File: src/rtl/mod_segment_scheduler_pkg.sv
// rtl/mod_segment_scheduler_pkg.sv - shared types and constants for the modulation segment scheduler
package mod_segment_scheduler_pkg;

    localparam int NumSegment = 2;
    localparam int SegWidth   = $clog2(NumSegment);
    localparam int IdxWidth   = 15;
    localparam int RepWidth   = 16;

    localparam logic [RepWidth-1:0] RepInfinite = '1;

    typedef enum logic [1:0] {
        TRANSITION_MODE_IMMEDIATE = 2'd0,
        TRANSITION_MODE_SYNC_IDX  = 2'd1,
        TRANSITION_MODE_EXT       = 2'd2,
        TRANSITION_MODE_RSVD      = 2'd3
    } transition_mode_t;

    typedef enum logic [1:0] {
        RUN_INF = 2'd0,
        WAIT    = 2'd1,
        RUN_FIN = 2'd2,
        STOPPED = 2'd3
    } sched_state_t;

endpackage

File: src/rtl/mod_segment_scheduler_trig_edge_detect.sv
// rtl/mod_segment_scheduler_trig_edge_detect.sv - rising-edge detector for the external trigger
module trig_edge_detect (
    input  logic clk_i,
    input  logic rst_ni,
    input  logic sig_i,
    output logic rise_o
);

    logic prev_q;

    always_ff @(posedge clk_i) begin
        if (!rst_ni) begin
            prev_q <= 1'b0;
        end else begin
            prev_q <= sig_i;
        end
    end

    assign rise_o = sig_i & ~prev_q;

endmodule

File: src/rtl/mod_segment_scheduler.sv
// rtl/mod_segment_scheduler.sv - double-buffered segment sequencer; SEGMENT_SCHED_EXT_TRIG_EN enables trigger mode
module mod_segment_scheduler
    import mod_segment_scheduler_pkg::*;
(
    input  logic                CLK,
    input  logic                RST_N,
    input  logic                UPDATE,
    input  logic [SegWidth-1:0] REQ_SEGMENT,
    input  logic [1:0]          REQ_MODE,
    input  logic [RepWidth-1:0] REQ_REP,
    input  logic                EXT_TRIG,
    input  logic [IdxWidth-1:0] IDX,
    input  logic                IDX_ADV,
    input  logic [IdxWidth-1:0] CYCLE,
    output logic [SegWidth-1:0] SEGMENT,
    output logic                IDX_RST,
    output logic                STOP,
    output logic                BUSY,
    output logic [RepWidth-1:0] LOOP_CNT
);

    sched_state_t     state_q, state_d;
    logic [SegWidth-1:0] seg_q, seg_d, pend_seg_q, pend_seg_d, sw_seg;
    logic [RepWidth-1:0] pend_rep_q, pend_rep_d, run_rep_q, run_rep_d, sw_rep;
    logic [RepWidth-1:0] loop_cnt_q, loop_cnt_d;
    transition_mode_t pend_mode_q, pend_mode_d, mode_eff;
    logic             stop_q, stop_d, idx_rst_q, idx_rst_d;
    logic             wrap, trig_rise, do_switch;

    assign wrap = IDX_ADV && (IDX == CYCLE);

`ifdef SEGMENT_SCHED_EXT_TRIG_EN
    trig_edge_detect u_trig_edge_detect (
        .clk_i  (CLK),
        .rst_ni (RST_N),
        .sig_i  (EXT_TRIG),
        .rise_o (trig_rise)
    );
`else
    logic unused_ext_trig;
    assign unused_ext_trig = EXT_TRIG;
    assign trig_rise       = 1'b0;
`endif

    always_comb begin
        state_d     = state_q;
        seg_d       = seg_q;
        pend_seg_d  = pend_seg_q;
        pend_rep_d  = pend_rep_q;
        pend_mode_d = pend_mode_q;
        run_rep_d   = run_rep_q;
        loop_cnt_d  = loop_cnt_q;
        stop_d      = stop_q;
        idx_rst_d   = 1'b0;
        do_switch   = 1'b0;
        sw_seg      = pend_seg_q;
        sw_rep      = pend_rep_q;

        // A stopped sequencer accepts any request as an immediate restart.
        mode_eff = transition_mode_t'(REQ_MODE);
        if (state_q == STOPPED) begin
            mode_eff = TRANSITION_MODE_IMMEDIATE;
        end
`ifndef SEGMENT_SCHED_EXT_TRIG_EN
        if (mode_eff == TRANSITION_MODE_EXT) begin
            mode_eff = TRANSITION_MODE_RSVD;
        end
`endif

        // Pass counting continues while a request waits; an exhausted finite run holds.
        if (state_q != STOPPED && !stop_q && wrap) begin
            if (run_rep_q == RepInfinite) begin
                if (loop_cnt_q != RepInfinite) begin
                    loop_cnt_d = loop_cnt_q + 1'b1;
                end
            end else begin
                loop_cnt_d = loop_cnt_q + 1'b1;
                if (loop_cnt_q == run_rep_q) begin
                    stop_d = 1'b1;
                    if (state_q == RUN_FIN) begin
                        state_d = STOPPED;
                    end
                end
            end
        end

        if (UPDATE) begin
            case (mode_eff)
                TRANSITION_MODE_IMMEDIATE: begin
                    do_switch = 1'b1;
                    sw_seg    = REQ_SEGMENT;
                    sw_rep    = REQ_REP;
                end
                TRANSITION_MODE_SYNC_IDX, TRANSITION_MODE_EXT: begin
                    pend_seg_d  = REQ_SEGMENT;
                    pend_rep_d  = REQ_REP;
                    pend_mode_d = mode_eff;
                    state_d     = WAIT;
                end
                default: ;
            endcase
        end else if (state_q == WAIT) begin
            case (pend_mode_q)
                TRANSITION_MODE_SYNC_IDX: do_switch = wrap;
                TRANSITION_MODE_EXT:      do_switch = trig_rise;
                default: ;
            endcase
        end

        if (do_switch) begin
            seg_d      = sw_seg;
            idx_rst_d  = 1'b1;
            loop_cnt_d = '0;
            stop_d     = 1'b0;
            run_rep_d  = sw_rep;
            state_d    = (sw_rep == RepInfinite) ? RUN_INF : RUN_FIN;
        end
    end

    always_ff @(posedge CLK) begin
        if (!RST_N) begin
            state_q     <= RUN_INF;
            seg_q       <= '0;
            pend_seg_q  <= '0;
            pend_rep_q  <= RepInfinite;
            pend_mode_q <= TRANSITION_MODE_IMMEDIATE;
            run_rep_q   <= RepInfinite;
            loop_cnt_q  <= '0;
            stop_q      <= 1'b0;
            idx_rst_q   <= 1'b0;
        end else begin
            state_q     <= state_d;
            seg_q       <= seg_d;
            pend_seg_q  <= pend_seg_d;
            pend_rep_q  <= pend_rep_d;
            pend_mode_q <= pend_mode_d;
            run_rep_q   <= run_rep_d;
            loop_cnt_q  <= loop_cnt_d;
            stop_q      <= stop_d;
            idx_rst_q   <= idx_rst_d;
        end
    end

    assign SEGMENT  = seg_q;
    assign IDX_RST  = idx_rst_q;
    assign STOP     = stop_q;
    assign BUSY     = (state_q == WAIT);
    assign LOOP_CNT = loop_cnt_q;

endmodule

File: config.mk
export PLATFORM = sky130hd
export DESIGN_NAME = mod_segment_scheduler
export DESIGN_NICKNAME = d
export VERILOG_FILES = /design/src/rtl/mod_segment_scheduler_pkg.sv /design/src/rtl/mod_segment_scheduler_trig_edge_detect.sv /design/src/rtl/mod_segment_scheduler.sv
export SDC_FILE = /design/constraint.sdc
export NUM_CORES = 1
export LEC_CHECK = 0
export CAP_MARGIN = 30
export CORE_ASPECT_RATIO = 0.75
export CORE_MARGIN = 2
export CORE_UTILIZATION = 44
export CTS_CLUSTER_DIAMETER = 30
export DETAILED_ROUTE_END_ITERATION = 10
export GPL_ROUTABILITY_DRIVEN = 0
export PLACE_DENSITY = 0.86
export SLEW_MARGIN = 5
export SYNTH_ARGS = -nofsm -noshare
export SYNTH_HDL_FRONTEND = slang
export SYNTH_HIERARCHICAL = 1
export SYNTH_SLANG_ARGS = --single-unit
export TNS_END_PERCENT = 1
File: constraint.sdc
create_clock -name CLK -period 2.1 [get_ports CLK]
set_clock_uncertainty 0.05 [all_clocks]
set_input_delay 0.42 -clock CLK [delete_from_list [all_inputs] [get_ports CLK]]
set_output_delay 0.42 -clock CLK [all_outputs]
set_load 0.1 [all_outputs]
==> results.yml <==
run_status:
  status: "finished, final reports clean"
detailed_routing:
  wl_per_cell_um: 15.2
  ant_nets: 0
  drtIter0Drc: 143
  vias_per_cell: 5.63
  drc: 0
  via_count: 2847
  wl_mm: 7.71
  first_pass_iters: 4
layout:
  multi_input_area_um2: 1750
  seq_area_um2: 1140
  syn_to_final_growth_pct: 37.7
  utilization_pct: 62.8
  layout.nets: 479
  antenna_cells: 0
  nFillCells: 527
  layout-drive-gt1-share_pct: 23.8
  fin_area_um2: 3990
  layout.cells.non_filler: 506
worst_setup_path:
  crit_arrival_ns: 2.29
  cp-start-kind: "input pin"
  path_buf_inv: 2
  crit_chain: "dlygate4sd2_1, xnor2_1, nand4_1, nor4_4, buf_4, nand4_4, or4_4, a21oi_2"
  cp_top_family: "simple AND/OR/NAND/NOR gates"
  slowest_delay_ns: 0.55
  crit_required_ns: 2.30
  cp-end-kind: "flip-flop"
  cpMaxStageDelayCell: "or4_4"
  worstSetupPathType: "input pin to flip-flop"
  critPathMaxFanout: 7
cts:
  clk_path_buf_depth: 2
  cts_tree: "done"
  cts_sinks: 56
  path_clk_slew_ns: 0.11
  cts_made_buffers: 5
  clk_latency_ns: 0.31
  h-tree-depth: 2
  hold_buffers: 0
  cts-root-buf: "clkbuf_8"
sta:
  tns_ns: 0
  max_slew_margin_pct: 67.2
  drv_slew: 0
  fmax_ghz: 0.480
  timing.final.crit_share_pct: 99.1
  rsz0062_at_grt: "true"
  setup_viol: 0
  worstMarginPinSlew_ns: 0.491
  finalCriticalPeriod_ns: 2.08
  fin_hold_ws_ns: 0.421
  final-hold-violation-count: 0
  setup_ws_ns: 0.0182
floorplan:
  ios: 74
  die_h_um: 74.3
  rows: 25
  die_x_um: 97.7
  core_um2: 6350
  start_util_pct: 45.6
  die_area_um2: 7260
logic_synthesis:
  synth_area_leaders: "dfxtp_1, xor2_1, mux2i_1, nand2_1, nand4_1"
  synth_cell_types: 41
  synth_top_cell_by_area: "dfxtp_1"
  synth_top_area_share_pct: 38.7
  seq_area_frac_synth_pct: 38.7
  syn_avg_cell_area_um2: 8.75
  synth_warnings: 6
  synth_cells: 331
  ys_ff_latch: 56
  synth_nets: 386
  syn-cell-area_um2: 2900
place:
  hpwlAfterDp_mm: 6.05
  dp_slack_ns: -0.572
  placed_cell_area_um2: 3910
  dpl.cell_count: 497
  io_buffers: 72
worst_hold_path:
  hold_path_class: "flip-flop to flip-flop"
flow_run:
  drv_cap: 0
grt:
  grt_pass1_vias: 2695
  track_usage_pct: 21.6
  grt_pass1_wl_mm: 12.8
  grt_overflow_total: 0
  antenna_found_initial: 0
  grt_max_degree: 38
power:
  finalPower_mw: 2.06
  powerDensity_nw_per_um2: 517
  p_leak_nw: 1.65
  peakVddDrop_mv: 0.313
report_power, final:
part           total, mW  switching (mW)  internal [mW]
Combinational      0.340           0.159          0.180
Sequential          1.11          0.0222           1.09
Clock              0.613           0.374          0.238
Total               2.06           0.556           1.51
synth_stat cells:
library cell	instances
or3_1	2
o21ai_4	1
mux2i_1	18
a31oi_1	16
o31a_2	2
ha_1	1
or4_4	1
a21boi_0	1
o211ai_2	1
nor3b_1	16
and2_1	1
a21oi_1	7
nand4_1	24
and3_1	3
nand4b_1	1
buf_2	5
nor4b_1	1
nor4_4	1
nor2_1	14
dfxtp_1	56
or4_1	6
nand3_2	1
a21oi_2	1
nand4_4	1
and4_1	1
o21ba_2	2
o211a_1	1
nor2b_1	1
clkbuf_1	13
xor2_1	22
o21a_1	1
o31ai_1	5
xnor2_1	15
a211oi_1	1
nor3_1	2
nand3_1	26
o21ai_0	4
and4b_1	1
o2111ai_1	1
nand2_1	46
nor4_1	8
worst min-delay path: stages (launching register included):
cell and delay [ns]:
dfxtp_1 0.33, nand2_1 0.05, a21boi_0 0.06
placed cells by master, fill, tap and decap left out, drive strengths merged, types with 2 or more instances in the layout:
cell type	count
dfxtp	56
buf	52
nand2	46
nand3	27
nand4	25
xor2	22
clkdlybuf4s50	21
mux2i	18
dlygate4sd2	17
nor3b	16
a31oi	16
xnor2	15
nor2	14
clkbuf	12
nor4	9
a21oi	8
clkdlybuf4s15	7
or4	7
o21ai	5
o31ai	5
and3	3
nor3	2
or3	2
o31a	2
o21ba	2
path summary, 6_finish.rpt:
kind,startpoint,endpoint,slack [ns],cells past startpoint
setup reg to reg,run_rep_q[7],LOOP_CNT[9],0.16,9
hold reg to reg,pend_seg_q,pend_seg_q,0.42,2
hold / removal,pend_seg_q,pend_seg_q,0.42,2
setup / recovery,IDX[7],LOOP_CNT[13],0.02,8
repair_timing:
item,4_1_cts,5_1_grt
resized for setup,35,26
cloned,0,0
pin swaps,22,16
setup endpoints to repair,37,27
buffers inserted,1,0
cell families after synthesis:
family | synth area share (%)
buffers and inverters | 2.55
flip-flops | 38.7
XOR/XNOR | 11.2
multiplexers | 6.22
AO/OA/AOI/OAI | 10.8
AND/OR/NAND/NOR | 30.2
adder cells (fa/ha/maj) | 0.432
area by class of cell:
cell class | instances | share of cell area [%]
repair buffers | 104 | 22.8
flip-flops and latches | 56 | 28.6
clock buffers | 5 | 1.73
clock inverters | 3 | 0.565
well taps | 81 | 2.54
multi-input cells | 257 | 43.8
metal layers:
metal  part of all wire [%]  GRT usage, %
met2                     47          36.6
met5                      0             0
met4                    1.0          4.78
met3                    6.2          4.23
met1                     46          29.2
registers in the layout, summed over array words and instances, names as in the netlist:
register,flops
IDX_RST,1
LOOP_CNT,16
SEGMENT,1
STOP,1
pend_mode_q,2
pend_rep_q,16
pend_seg_q,1
run_rep_q,16
state_q,2
Power figures use the tool's default switching activity.
